## src/rtl/date_edit_pkg.sv

```systemverilog
// Shared encodings, default timing constants and helpers for the
// calendar front-panel edit controller.
package date_edit_pkg;

    typedef enum logic [1:0] {
        ST_IDLE  = 2'd0,
        ST_DAY   = 2'd1,
        ST_MONTH = 2'd2,
        ST_YEAR  = 2'd3
    } state_t;

    typedef enum logic [1:0] {
        RPT_NONE = 2'd0,
        RPT_UP   = 2'd1,
        RPT_DOWN = 2'd2
    } rpt_t;

    localparam int DEF_DEB_CYCLES    = 1_000_000;
    localparam int DEF_REPEAT_DELAY  = 50_000_000;
    localparam int DEF_REPEAT_PERIOD = 15_000_000;
    localparam int DEF_EDIT_TIMEOUT  = 1_000_000_000;

    function automatic int max_int(input int a, input int b);
        int r;
        r = (a > b) ? a : b;
        return r;
    endfunction

    function automatic state_t next_field(input state_t s);
        state_t r;
        unique case (s)
            ST_IDLE:  r = ST_DAY;
            ST_DAY:   r = ST_MONTH;
            ST_MONTH: r = ST_YEAR;
            default:  r = ST_IDLE;
        endcase
        return r;
    endfunction

endpackage

```

## src/rtl/date_edit_ctrl_btn_debounce.sv

```systemverilog
// Two-flop synchroniser plus stable-count debouncer for one push-button;
// press marks the rising edge of the debounced level.
module btn_debounce
    import date_edit_pkg::*;
#(
    parameter int DEB_CYCLES = DEF_DEB_CYCLES
) (
    input  logic Clock,
    input  logic Reset,
    input  logic raw,
    output logic level,
    output logic press
);

    localparam int CW = $clog2(DEB_CYCLES + 1);
    localparam logic [CW-1:0] CNT_LAST = CW'(DEB_CYCLES - 1);

    logic          meta;
    logic          sync;
    logic          level_d;
    logic [CW-1:0] cnt;

    always_ff @(posedge Clock) begin
        if (Reset) begin
            meta    <= 1'b0;
            sync    <= 1'b0;
            level   <= 1'b0;
            level_d <= 1'b0;
            cnt     <= '0;
        end else begin
            meta    <= raw;
            sync    <= meta;
            level_d <= level;
            // any cycle that agrees with the accepted level restarts the count
            if (sync == level) begin
                cnt <= '0;
            end else if (cnt == CNT_LAST) begin
                cnt   <= '0;
                level <= sync;
            end else begin
                cnt <= cnt + 1'b1;
            end
        end
    end

    assign press = level & ~level_d;

endmodule

```

## src/rtl/date_edit_ctrl.sv

```systemverilog
// Edit controller for the day/month/year counters: SET walks the fields,
// UP/DOWN give single-cycle pulses with auto-repeat, idle edits time out.
module date_edit_ctrl
    import date_edit_pkg::*;
#(
    parameter int DEB_CYCLES    = DEF_DEB_CYCLES,
    parameter int REPEAT_DELAY  = DEF_REPEAT_DELAY,
    parameter int REPEAT_PERIOD = DEF_REPEAT_PERIOD,
    parameter int EDIT_TIMEOUT  = DEF_EDIT_TIMEOUT
) (
    input  logic Clock,
    input  logic Reset,
    input  logic btn_set,
    input  logic btn_up,
    input  logic btn_down,
    output logic en_day,
    output logic en_month,
    output logic en_year,
    output logic up,
    output logic down,
    output logic editing
);

    localparam int TW = $clog2(EDIT_TIMEOUT + 1);
    localparam int RW =
        $clog2(max_int(REPEAT_DELAY, REPEAT_PERIOD) + 1);

    localparam logic [TW-1:0] TMO_LAST = TW'(EDIT_TIMEOUT - 1);
    localparam logic [TW-1:0] TMO_MAX  = TW'(EDIT_TIMEOUT);
    localparam logic [RW-1:0] DLY_LAST = RW'(REPEAT_DELAY - 1);
    localparam logic [RW-1:0] PER_LAST = RW'(REPEAT_PERIOD - 1);
    localparam logic [RW-1:0] RPT_MAX  = '1;

    logic set_lvl, set_p;
    logic up_lvl, up_p;
    logic dn_lvl, dn_p;
    logic any_p;

    state_t        state, state_nx;
    logic [TW-1:0] tmo, tmo_nx;
    rpt_t          rdir, rdir_nx;
    logic [RW-1:0] rcnt, rcnt_nx;
    logic          rfirst, rfirst_nx;
    logic          rpt_hit;
    logic          up_nx, down_nx;

    btn_debounce #(.DEB_CYCLES(DEB_CYCLES)) u_set (
        .Clock (Clock),
        .Reset (Reset),
        .raw   (btn_set),
        .level (set_lvl),
        .press (set_p)
    );

    btn_debounce #(.DEB_CYCLES(DEB_CYCLES)) u_up (
        .Clock (Clock),
        .Reset (Reset),
        .raw   (btn_up),
        .level (up_lvl),
        .press (up_p)
    );

    btn_debounce #(.DEB_CYCLES(DEB_CYCLES)) u_down (
        .Clock (Clock),
        .Reset (Reset),
        .raw   (btn_down),
        .level (dn_lvl),
        .press (dn_p)
    );

    assign any_p = set_p | up_p | dn_p;

    always_comb begin
        state_nx = state;
        if (set_p) begin
            state_nx = next_field(state);
        end else if (state != ST_IDLE && !any_p &&
                     tmo == TMO_LAST) begin
            state_nx = ST_IDLE;
        end
    end

    always_comb begin
        tmo_nx = tmo;
        if (state_nx == ST_IDLE || state_nx != state || any_p) begin
            tmo_nx = '0;
        end else if (tmo != TMO_MAX) begin
            tmo_nx = tmo + 1'b1;
        end
    end

    always_comb begin
        up_nx     = 1'b0;
        down_nx   = 1'b0;
        rdir_nx   = rdir;
        rcnt_nx   = rcnt;
        rfirst_nx = rfirst;
        rpt_hit   = rfirst ? (rcnt == DLY_LAST) : (rcnt == PER_LAST);
        // field changes and chorded UP+DOWN kill any pulse and the repeat
        if (state == ST_IDLE || state_nx != state ||
            (up_lvl && dn_lvl)) begin
            rdir_nx = RPT_NONE;
        end else if (up_p) begin
            up_nx     = 1'b1;
            rdir_nx   = RPT_UP;
            rcnt_nx   = '0;
            rfirst_nx = 1'b1;
        end else if (dn_p) begin
            down_nx   = 1'b1;
            rdir_nx   = RPT_DOWN;
            rcnt_nx   = '0;
            rfirst_nx = 1'b1;
        end else if (set_lvl) begin
            rdir_nx = RPT_NONE;
        end else if ((rdir == RPT_UP && !up_lvl) ||
                     (rdir == RPT_DOWN && !dn_lvl)) begin
            rdir_nx = RPT_NONE;
        end else if (rdir != RPT_NONE) begin
            if (rpt_hit) begin
                up_nx     = (rdir == RPT_UP);
                down_nx   = (rdir == RPT_DOWN);
                rcnt_nx   = '0;
                rfirst_nx = 1'b0;
            end else if (rcnt != RPT_MAX) begin
                rcnt_nx = rcnt + 1'b1;
            end
        end
    end

    always_ff @(posedge Clock) begin
        if (Reset) begin
            state    <= ST_IDLE;
            tmo      <= '0;
            rdir     <= RPT_NONE;
            rcnt     <= '0;
            rfirst   <= 1'b0;
            up       <= 1'b0;
            down     <= 1'b0;
            en_day   <= 1'b0;
            en_month <= 1'b0;
            en_year  <= 1'b0;
            editing  <= 1'b0;
        end else begin
            state    <= state_nx;
            tmo      <= tmo_nx;
            rdir     <= rdir_nx;
            rcnt     <= rcnt_nx;
            rfirst   <= rfirst_nx;
            up       <= up_nx;
            down     <= down_nx;
            en_day   <= (state_nx == ST_DAY);
            en_month <= (state_nx == ST_MONTH);
            en_year  <= (state_nx == ST_YEAR);
            editing  <= (state_nx != ST_IDLE);
        end
    end

endmodule

```

## config.mk

```make
export PLATFORM = sky130hd
export DESIGN_NAME = date_edit_ctrl
export DESIGN_NICKNAME = d
export VERILOG_FILES = /design/src/rtl/date_edit_pkg.sv /design/src/rtl/date_edit_ctrl_btn_debounce.sv /design/src/rtl/date_edit_ctrl.sv
export SDC_FILE = /design/constraint.sdc
export NUM_CORES = 1
export LEC_CHECK = 0
export ABC_AREA = 1
export BUFFER_PORTS_ARGS = -buffer_cell sky130_fd_sc_hd__buf_2
export CORE_MARGIN = 10
export CORE_UTILIZATION = 64
export DETAILED_ROUTE_END_ITERATION = 8
export PLACE_DENSITY_LB_ADDON = 0.08
export SLEW_MARGIN = 20
export SYNTH_ARGS = -nofsm -noshare
export SYNTH_HDL_FRONTEND = slang
export SYNTH_HIERARCHICAL = 1
export SYNTH_SLANG_ARGS = --single-unit
```

## constraint.sdc

```tcl
create_clock -name Clock -period 2.7 [get_ports Clock]
set_input_delay 0.27 -clock Clock [delete_from_list [all_inputs] [get_ports Clock]]
set_output_delay 0.27 -clock Clock [all_outputs]
set_load 0.1 [all_outputs]
```

==> results of run 1 <==
==> worst paths after layout <==
check / from / to / cells after the start
worst max-delay path: u_down/level$_SDFFE_PP0P_ / rcnt[12]$_SDFFE_PP0P_ / 16
worst min-delay path: btn_up / u_up/meta$_SDFF_PP0_ / 3
worst max register to register: u_down/level$_SDFFE_PP0P_ / rcnt[12]$_SDFFE_PP0P_ / 16
worst min register to register: u_down/meta$_SDFF_PP0_ / u_down/sync$_SDFF_PP0_ / 2
==> per-stage QoR <==
stage	area, sq um	setup slack (ps)
finish	8550	366
global route	8550	98.8
CTS	8550	330
detailed placement	7950	345
global placement	7950	371
floorplan	7770	717
==> power by group <==
group	total, mW	switching (mW)	internal [mW]
Clock	2.36	0.870	1.49
Combinational	0.0485	0.0342	0.0143
Sequential	2.06	0.00370	2.06
Total	4.47	0.908	3.56
==> area by class of cell <==
cell class / count / share of cell area, %
multi-input cells: 857 / 49.8
flip-flops and latches: 139 / 32.5
inverters: 157 / 6.89
clock buffers: 20 / 5.34
well taps: 147 / 2.15
clock inverters: 11 / 1.70
repair buffers: 22 / 1.64
==> sequential cells by signal, summed over array words and instances, names as in the netlist, 2 cells and up <==
| name | flops |
|---|---|
| u_down/cnt | 20 |
| u_set/cnt | 20 |
| tmo | 30 |
| rdir | 2 |
| state | 2 |
| u_up/cnt | 20 |
| rcnt | 26 |
==> metal layers <==
layer	wire length (microns)	vias to the layer above	GRT usage (%)
met5	0	-	0
met2	7460	155	32.9
met4	249	0	7.61
met1	7910	3276	25.6
met3	694	24	4.67
li1	-	3773	-
==> worst max-delay path, cell delays in order, from the launching register on <==
cell and delay, ps:
dfxtp_1 410, inv_1 90, nor2_1 140, inv_1 90, nand2_1 90, nor2_1 80, nand2_1 80, nor2_1 40
nand3_1 110, nand2_1 90, nand3_1 80, nand2_1 60, nor2_2 250, nand3_4 340, nand2_1 170, inv_1 50
nor2_1 100
==> cell usage in the layout (no fill, tap or decap), types with 18 or more instances in the layout <==
master | synthesis | routed
dfxtp_1 | 139 | 139
o21ai_0 | 19 | 19
inv_1 | 147 | 147
a21oi_1 | 40 | 39
nand3_1 | 73 | 73
xor2_1 | 18 | 18
nand2_1 | 274 | 273
nor2_1 | 197 | 196
nand4_1 | 63 | 63
nor2_2 | 44 | 45
nor3_1 | 25 | 25
==> kinds of logic after synthesis <==
logic type,after synthesis,synth area share [%]
simple gates,740,44.1
buf+inv,178,9.52
flops,139,35.8
compound gates,77,5.65
xor+xnor,32,3.61
fa+ha+maj,8,1.29
==> repair_timing <==
| action | CTS | global route |
|---|---|---|
| endpoints found under the hold margin | 0 | 0 |
| gates resized for setup | 0 | 1 |
| endpoints found under the setup margin | 0 | 11 |
==> flow_metrics.py, run 1 <==
metrics = {
    "min_path": {
        "worstHoldPathType": "in -> reg",
    },
    "cts": {
        "tritoncts": "done",
        "postCtsSetupRepairBufs": 0,
        "hold_buffers": 0,
        "path_clk_slew_ps": 60,
        "insertion_delay_ps": 420,
        "clock_sinks": 139,
        "cts_inserted_buffers": 17,
        "htree_levels": 4,
        "root_buffer": "clkbuf_16",
        "clk_path_buf_depth": 2,
    },
    "synthesis": {
        "syn_area_per_cell_sq_um": 6.62,
        "ys_ff_latch": 139,
        "synthDistinctLibCells": 37,
        "synthFlopType": "dfxtp_1",
        "syn_nets": 1187,
        "yosysSeqAreaShare_pct": 35.8,
        "synth_edf_count": 0,
        "synth_top_cell_by_area": "dfxtp_1",
        "synth_area_leaders": "dfxtp_1 (36%), nand2_1 (13%), nor2_1 (9.5%)",
        "syn-instance-count": 1174,
        "yosysWarnings": 6,
        "synthArstFlopShare_pct": 0,
        "yosysTopAreaCellShare_pct": 35.8,
        "synth.cell_area_sq_um": 7770,
        "yosys-top-cells-count": "nand2_1 (274), nor2_1 (197), inv_1 (147)",
        "synth_most_common_cell": "nand2_1",
    },
    "setup_path": {
        "arrival_ps": 2690,
        "cp-start-kind": "flop",
        "r2r_slack_ps": 370,
        "end_kind": "flop",
        "crit_type": "reg -> reg",
        "critical_path_required_ps": 3060,
        "crit_fanout": 26,
    },
    "flow_run": {
        "maxCapViolCount": 0,
    },
    "detailed_routing": {
        "vias": 7228,
        "wl_per_cell_microns": 12.1,
        "drc_errors": 0,
        "routed_via_density": 5.34,
        "postRouteAntennaNets": 0,
        "drt-initial-drc-count": 534,
        "drtPass1Iterations": 5,
        "routed_wl_microns": 16300,
    },
    "placement": {
        "gp_congestion": 0.914,
        "dp.final_hpwl_microns": 11500,
        "dp.cells": 1322,
        "port_buffers": 10,
    },
    "grt": {
        "grt_pass1_wl_microns": 28400,
        "grtUsageTotal_pct": 20.2,
        "grt_pass1_vias": 6491,
        "grt_overflow": 0,
        "antenna_found_initial": 0,
        "grt_max_degree": 27,
    },
    "power": {
        "leakage_nw": 2.98,
        "total_power_mw": 4.47,
        "ir_drop_mv": 0.619,
        "power_density_nw_per_um2": 523,
    },
    "timing": {
        "skew_ps": 4.89,
        "tightest_slew_ps": 597,
        "rsz0062_at_grt": "no",
        "period_needed_ps": 2330,
        "setup-violations-final": 0,
        "hold_ws_ps": 50.2,
        "min_period_over_period_pct": 86.4,
        "tns_ps": 0,
        "finalHoldViolCount": 0,
        "finalMaxSlewViolations": 0,
        "fmax_mhz": 429,
        "relSlewSlack_pct": 59.8,
    },
    "floorplan": {
        "die_y_microns": 130,
        "rows": 40,
        "start_util_pct": 64.9,
        "io_pins": 11,
        "die_area_sq_um": 16900,
        "coreArea_sq_um": 12000,
        "die_w_microns": 130,
    },
    "final_layout": {
        "antenna_cells": 0,
        "final_core_util_pct": 71.5,
        "area_delta_synth_final_pct": 10.1,
        "drive_gt1_share_pct": 12.4,
        "fin_nets": 1207,
        "layoutNonFillerInstCount": 1353,
        "fillers": 1021,
        "multi_input_comb_area_sq_um": 4260,
        "seq_area_sq_um": 2780,
    },
    "outcome": {
        "status": "finished clean",
    },
}
(Power assumes the default switching activity.)
==> run 2, diff against run 1 <==
--- a/config.mk
+++ b/config.mk
@@ -8,7 +8,7 @@
 export ABC_AREA = 1
 export BUFFER_PORTS_ARGS = -buffer_cell sky130_fd_sc_hd__buf_2
 export CORE_MARGIN = 10
-export CORE_UTILIZATION = 64
+export CORE_UTILIZATION = 35
 export DETAILED_ROUTE_END_ITERATION = 8
 export PLACE_DENSITY_LB_ADDON = 0.08
 export SLEW_MARGIN = 20
==> run 2 against run 1 <==
Net effect:
- sequential share of layout area down 0.57 points
- sequential power about the same
- cell area up 1.8%
- routed wire length up 13%
- global-route usage down 7.0 points
- fmax up 0.25%
- setup slack better by 5.8 ps
- first-iteration DRC count down 35%
- via count down 3.0%
- largest power group unchanged
==> flow_metrics.py, run 2 (synthesis results as in run 1) <==
metrics = {
    "floorplan": {
        "coreArea_sq_um": 21800,
        "io_pins": 11,
        "die_w_microns": 169,
        "die_area_sq_um": 28600,
        "rows": 54,
        "start_util_pct": 35.6,
        "die_y_microns": 169,
    },
    "final_layout": {
        "multi_input_comb_area_sq_um": 4250,
        "area_delta_synth_final_pct": 12.0,
        "fin_nets": 1207,
        "drive_gt1_share_pct": 12.4,
        "layout_common_cells": "nand2_1 (274), nor2_1 (196), inv_1 (147), dfxtp_1 (139), nand3_1 (73)",
        "layoutNonFillerInstCount": 1487,
        "reg.largest.list": "tmo (30), rcnt (26)",
        "fillers": 2317,
        "layout_commonest_cell": "nand2_1",
        "seq_area_sq_um": 2780,
        "largest-register": "tmo",
        "antenna_cells": 0,
        "largest_register_ff_count": 30,
    },
    "outcome": {
        "status": "finished clean",
    },
    "grt": {
        "grtUsageTotal_pct": 13.3,
        "antenna_found_initial": 0,
        "grt_pass1_vias": 6664,
        "grt_overflow": 0,
        "grt_pass1_wl_microns": 32000,
        "grt_max_degree": 30,
    },
    "detailed_routing": {
        "drtPass1Iterations": 5,
        "drt-initial-drc-count": 348,
        "routed_wl_microns": 18400,
        "vias": 7013,
        "wl_per_cell_microns": 12.4,
        "drc_errors": 0,
        "routed_via_density": 4.72,
        "postRouteAntennaNets": 0,
    },
    "timing": {
        "period_needed_ps": 2330,
        "min_period_over_period_pct": 86.2,
        "relSlewSlack_pct": 57.7,
        "skew_ps": 11.0,
        "tns_ps": 0,
        "finalMaxSlewViolations": 0,
        "finalHoldViolCount": 0,
        "setup-violations-final": 0,
        "rsz0062_at_grt": "no",
        "fmax_mhz": 430,
        "tightest_slew_ps": 628,
    },
    "setup_path": {
        "r2r-start": "u_up/level$_SDFFE_PP0P_",
        "critical_path_required_ps": 3060,
        "crit_type": "reg -> reg",
        "end_kind": "flop",
        "arrival_ps": 2680,
        "crit_fanout": 26,
        "cp-start-kind": "flop",
        "crit_path_start": "u_up/level$_SDFFE_PP0P_",
    },
    "flow_run": {
        "maxCapViolCount": 0,
    },
    "power": {
        "leakage_nw": 2.97,
        "swShare_pct": 23.1,
        "p_clk_share_pct": 53.1,
        "ir_drop_mv": 0.324,
        "internal-power_mw": 3.45,
        "p_comb_share_pct": 1.1,
        "seq_power_share_pct": 45.8,
        "power.switching_mw": 1.04,
        "power_density_nw_per_um2": 516,
    },
    "placement": {
        "dp.cells": 1455,
        "gp_congestion": 0.811,
        "dp.final_hpwl_microns": 13000,
        "port_buffers": 10,
    },
    "cts": {
        "insertion_delay_ps": 420,
        "ctsResizeCount": 0,
        "clk_path_buf_depth": 2,
        "clock_sinks": 139,
        "cts_inserted_buffers": 17,
        "path_clk_slew_ps": 60,
        "htree_levels": 4,
        "postCtsSetupRepairBufs": 0,
        "hold_buffers": 0,
        "tritoncts": "done",
        "root_buffer": "clkbuf_16",
    },
    "min_path": {
        "worstHoldPathType": "in -> reg",
        "min_from": "btn_down",
    },
}
-- run 2: cell count changes in the layout (fill, tap and decap cells not counted), sizes merged --
cell / change
clkbuf: -2
bufinv: -1
clkinv: -2
inv: +6
-- run 2: worst max-delay path, stage by stage (launching register included) --
cell and delay (ps):
dfxtp_1 410, inv_1 90, nor2_1 130, inv_1 80, nand2_1 100, nor2_1 70
nand2_1 70, nor2_1 40, nand3_1 100, nand2_1 90, nand3_1 80, nand2_1 60
nor2_2 260, nand3_4 370, nand2_1 150, inv_1 50, nor2_1 100
-- run 2: worst paths after layout --
check	slack, ps	to	cells after the start
worst min-delay path	50	u_down/meta$_SDFF_PP0_	3
worst max-delay path	370	rcnt[9]$_SDFFE_PP0P_	16
worst min register to register	420	u_set/sync$_SDFF_PP0_	2
worst max register to register	370	rcnt[9]$_SDFFE_PP0P_	16
-- run 2: cell type report --
type / count / share of cell area [%]
clock buffers: 18 / 4.93
clock inverters: 14 / 1.84
inverters: 157 / 6.77
multi-input cells: 857 / 48.9
flip-flops and latches: 139 / 32.0
well taps: 280 / 4.02
repair buffers: 22 / 1.61
-- run 2: per-layer routing --
layer	global-route usage, %	wire length, microns	up-vias
met1	17.7	9470	3145
li1	-	-	3790
met3	2.92	419	10
met5	0	0	-
met4	3.38	140	0
met2	21.2	8350	68
-- run 2: power by group through the flow --
| stage | clock network (mW) | registers [mW] | logic (mW) |
|---|---|---|---|
| final | 2.38 | 2.06 | 0.0489 |
| after global routing | 2.55 | 2.06 | 0.0566 |
| after CTS | 2.46 | 2.06 | 0.0504 |
| after detailed placement | 0 | 2.11 | 0.0503 |
| after global placement | 0 | 2.11 | 0.0502 |
| after floorplan | 0 | 2.10 | 0.0388 |
-- run 2: stage by stage --
step	util [%]	hold slack, ps	setup slack, ps	power (mW)	instance area, sq um
after floorplan	-	341	717	2.14	7770
after global placement	37.2	415	446	2.16	8120
after detailed placement	37.2	415	379	2.16	8120
after CTS	39.9	29.8	362	4.57	8700
after global routing	39.9	52.1	22.6	4.66	8700
final	39.9	48.0	372	4.49	8700
